## src/rtl/irda_mir_encoder.sv

```systemverilog
`default_nettype none
// ============================================================================
// irda_mir_encoder : MIR quarter-bit pulse encoder with 5-ones zero insertion
// Revision: 1.0
// ============================================================================
module irda_mir_encoder #(
  parameter int PULSE_PHASE = 0
) (
  input  logic clk,
  input  logic wb_rst_i,
  input  logic fast_enable,
  input  logic mir_mode,
  input  logic tx_select,
  input  logic bit_i,
  input  logic stuff_en_i,
  input  logic bit_valid_i,
  output logic bit_ready_o,
  output logic tx_o,
  output logic busy_o
);

  typedef enum logic [0:0] {
    IDLE = 1'b0,
    SEND = 1'b1
  } state_t;

  localparam logic [1:0] PHASE = PULSE_PHASE[1:0];

  state_t     state, state_nx;
  logic [1:0] q, q_nx;
  logic       cur, cur_nx;
  logic       cur_stuff, cur_stuff_nx;
  logic [2:0] ones, ones_nx, ones_done;
  logic       hold_bit, hold_bit_nx;
  logic       hold_stuff, hold_stuff_nx;
  logic       hold_valid, hold_valid_nx;
  logic       tx, tx_nx;
  logic       enabled;
  logic       tick;

  always_comb begin
    enabled       = mir_mode & tx_select;
    tick          = enabled & fast_enable;
    state_nx      = state;
    q_nx          = q;
    cur_nx        = cur;
    cur_stuff_nx  = cur_stuff;
    ones_nx       = ones;
    hold_bit_nx   = hold_bit;
    hold_stuff_nx = hold_stuff;
    hold_valid_nx = hold_valid;
    tx_nx         = tx;
    // Ones run length as it stands once the current bit has been sent.
    ones_done     = (cur && cur_stuff) ? ones + 3'd1 : 3'd0;

    if (!enabled) begin
      state_nx      = IDLE;
      q_nx          = 2'd0;
      tx_nx         = 1'b0;
      hold_valid_nx = 1'b0;
      ones_nx       = 3'd0;
    end else begin
      // Accept needs an empty holder and consume needs a full one, so the two never collide.
      if (bit_valid_i && !hold_valid) begin
        hold_bit_nx   = bit_i;
        hold_stuff_nx = stuff_en_i;
        hold_valid_nx = 1'b1;
      end
      if (tick) begin
        case (state)
          IDLE: begin
            tx_nx = 1'b0;
            q_nx  = 2'd0;
            if (hold_valid) begin
              cur_nx        = hold_bit;
              cur_stuff_nx  = hold_stuff;
              hold_valid_nx = 1'b0;
              state_nx      = SEND;
            end
          end
          SEND: begin
            tx_nx = ~cur && (q == PHASE);
            q_nx  = q + 2'd1;
            if (q == 2'd3) begin
              ones_nx = ones_done;
              if (ones_done == 3'd5) begin
                // Inserted zero: never counted, holder left for the bit after it.
                cur_nx       = 1'b0;
                cur_stuff_nx = 1'b0;
              end else if (hold_valid) begin
                cur_nx        = hold_bit;
                cur_stuff_nx  = hold_stuff;
                hold_valid_nx = 1'b0;
              end else begin
                state_nx = IDLE;
                q_nx     = 2'd0;
              end
            end
          end
          default: state_nx = IDLE;
        endcase
      end
    end
  end

  always_ff @(posedge clk or posedge wb_rst_i) begin
    if (wb_rst_i) begin
      state      <= IDLE;
      q          <= 2'd0;
      cur        <= 1'b1;
      cur_stuff  <= 1'b0;
      ones       <= 3'd0;
      hold_bit   <= 1'b0;
      hold_stuff <= 1'b0;
      hold_valid <= 1'b0;
      tx         <= 1'b0;
    end else begin
      state      <= state_nx;
      q          <= q_nx;
      cur        <= cur_nx;
      cur_stuff  <= cur_stuff_nx;
      ones       <= ones_nx;
      hold_bit   <= hold_bit_nx;
      hold_stuff <= hold_stuff_nx;
      hold_valid <= hold_valid_nx;
      tx         <= tx_nx;
    end
  end

  assign bit_ready_o = ~hold_valid;
  assign busy_o      = (state == SEND);
  assign tx_o        = tx;

endmodule
`default_nettype wire

```

## config.mk

```make
export PLATFORM = sky130hd
export DESIGN_NAME = irda_mir_encoder
export DESIGN_NICKNAME = d
export VERILOG_FILES = /design/src/rtl/irda_mir_encoder.sv
export SDC_FILE = /design/constraint.sdc
export NUM_CORES = 1
export LEC_CHECK = 0
export ABC_AREA = 1
export CAP_MARGIN = 20
export CORE_MARGIN = 4
export CORE_UTILIZATION = 40
export CTS_BUF_LIST = sky130_fd_sc_hd__clkbuf_16
export CTS_CLUSTER_DIAMETER = 40
export CTS_CLUSTER_SIZE = 30
export DETAILED_ROUTE_END_ITERATION = 8
export PLACE_DENSITY = 0.64
export SLEW_MARGIN = 20
export SYNTH_ARGS = -nofsm -noshare
export SYNTH_HDL_FRONTEND = slang
export SYNTH_SLANG_ARGS = --single-unit
```

## constraint.sdc

```tcl
create_clock -name clk -period 3 [get_ports clk]
set_input_delay 0.6 -clock clk [delete_from_list [all_inputs] [get_ports clk]]
set_output_delay 0.6 -clock clk [all_outputs]
set_load 0.1 [all_outputs]
```

==> metrics <==
Cells after Synth 83; cell chain of the critical path inv_1 > buf_4; CTS resizes 0; final setup vio count 0; GRT Residual Overflow 0; Clock Latency Late Sink 240 ps; delay-heaviest family, CP buffers and inverters; min Tclk post-route 1710 ps; setup tns final 0 ps; # rows 14; fraction of layout cells with a size suffix above 1 12.4%; antenna-violating nets left 0; initial antenna violation count 0; Synth Cell Area 649 um^2; root buffer cell clkbuf_16; run status completed; CP bufs+invs 2; TritonCTS clock tree done; Starting Density 42.6%; first-pass GRT wire length 2030 um; Die ar. 2330 um^2; max_slew headroom between 60 and 70%; Req. time, crit path ~2400 ps; WS Path Type register to primary output; chip width 48.3 um; Yosys cell types 18; proportion of netlist area held by the largest area contributor 42.4%; Vias/cell 4.88; r2r endpoint cur_stuff$_DFFE_PP0P_; Tcrit/Tclk final between 50 and 60%; maximum vdd drop 0.368 mV; Power Dens Cells 581 nW/um^2; via count approximately 550; Tightest Hold Check Type register to register; Post-Syn Area per Cell 7.82 um^2; clock sink count 12; RSZ-0062 raised after global routing no; fin worst setup slack 1290 ps; drt total wl ~1300 um; # DRC 0; Yosys top cell by area dfrtp_1; Leak 0.000416 uW; Layout area overhead 29.5%; # hold bufs at CTS 0; Finished Layout Cells 113; vias in the first global route ~480; clock skew 3.32 ps; syn_nets 94; max-slew violation count 0; WL per Instance approximately 11 um; slowest CP cell dfrtp_1; GRT Overall Usage 12.9%; Clock Path Buffers 2; nets@finish 109; Data arrival, critical path 1110 ps; I/O Pins 11; Starting DRT DRC Count 6; Hold Path Cell Cnt 2; core footprint 1520 um^2; worst slew pin tran 467 ps; fmax 0.586 GHz; Max Cap Violations 0; Slowest Stage Delay on Critical Path 390 ps; reg2reg start ones[0]$_DFFE_PP0P_; RD Place Congestion around 0.80; Pre-Repair DR Iteration Count 4; n_diodes 0; worst-path maximum fanout 5; Post-Place Setup Slack 1140 ps; CP endpoint kind primary output; endpoints failing hold 0; DP HPWL 961 um; sequential fraction of the synthesis area approximately 46%; r2r setup slk approximately 1600 ps; Yosys warning total 0; Reg clk slew, reported paths 50 ps; Area contributors post-synth dfrtp_1 42%, nand2_1 11%, inv_1 7.5%; Seq cells post-synth 12; WHS Endpoint tx_o$_DFFE_PP0P_; Vert. Die Dim approximately 48 um; port bufs 10; Startpoint Class register; largest net degree at the start of global routing 13; min-delay src tx_o$_DFFE_PP0P_; buffer count from post-CTS setup fixing 0; hold slack 487 ps; TritonCTS Buffers 3; dpl cells 109; worst r2r path cells 5; H-tree depth 1
[logic make-up after synthesis]
family | count (synthesis) | share of synthesized area (%)
compound gates | 12 | 10.4
simple gates | 41 | 27.9
fa+ha+maj | 3 | 5.78
xor+xnor | 1 | 1.35
buf+inv | 14 | 8.09
flops | 12 | 46.4
[final cells by class]
| cell class | instances | area [um^2] |
|---|---|---|
| clock inverters | 1 | 3.75 |
| fillers | 155 | 683 |
| inverters | 14 | 52.6 |
| well taps | 16 | 20.0 |
| flip-flops and latches | 12 | 302 |
| multi-input cells | 57 | 295 |
| clock buffers | 3 | 75.1 |
| repair buffers | 10 | 92.6 |
[per-layer routing]
layer	part of all wire [%]	wire length [um]	vias to the layer above	global-route usage, %
li1	-	-	289	-
met4	0.96	12	0	6.45
met2	42	524	12	17.4
met5	0	0	-	0
met1	51	641	248	18.7
met3	5.9	74	2	3.32
[per-stage QoR]
stage	total power [uW]	utilization [%]	area, um^2
global placement	246	50.0	762
detailed placement	247	50.0	762
global route	512	55.2	841
floorplan	227	-	649
finish	488	55.2	841
CTS	491	55.2	841
[cells in the mapped netlist (all sizes together)]
cell type  count
nor3           2
nor2          11
nand3          7
ha             3
or2            1
o21ai          8
xor2           1
nand2         19
a21oi          3
dfrtp         11
inv           14
dfstp          1
o31ai          1
nand3b         1
[power breakdown]
part	internal [uW]	total [uW]	leakage (uW)	switching, uW
Combinational	21.4	57.4	0.000222	35.9
Sequential	180	187	0.000155	6.98
Clock	175	244	0.0000385	68.6
Total	377	488	0.000416	112
[worst max-delay path by stage]
stage,startpoint,endpoint,slack [ps],cells after the start
after detailed placement,fast_enable,cur_stuff$_DFFE_PP0P_,1140,8
after global placement,fast_enable,cur_stuff$_DFFE_PP0P_,1180,8
after CTS,hold_valid$_DFF_PP0_,bit_ready_o,1290,2
final,hold_valid$_DFF_PP0_,bit_ready_o,1290,2
after floorplan,busy_o$_DFFE_PP0P_,cur_stuff$_DFFE_PP0P_,1290,5
after global routing,mir_mode,cur_stuff$_DFFE_PP0P_,1260,8
[registers in the layout (all words and copies together) (netlist names)]
register / flops
cur: 1
ones: 3
cur_stuff: 1
hold_valid: 1
hold_stuff: 1
busy_o: 1
tx_o: 1
q: 2
hold_bit: 1
[layout by cell type (no fill, tap or decap)]
cell type         n
dfstp_2           1
o21ai_1           2
xor2_1            1
a21oi_1           3
o31ai_2           1
inv_1            13
nor3_1            2
or2_4             1
nand2_1          19
nor2_1           10
clkinv_1          1
dfrtp_1          11
nor2_2            1
inv_2             1
buf_4             3
ha_1              3
clkdlybuf4s50_1   7
clkbuf_16         3
nand3b_1          1
nand3_1           6
o21ai_0           6
nand3_2           1
[worst min-delay path, cell delays in order, from the launching register on]
cell and delay, ps:
dfrtp_1 340, nand2_1 50, nand2_1 60
(Power assumes the default switching activity.)
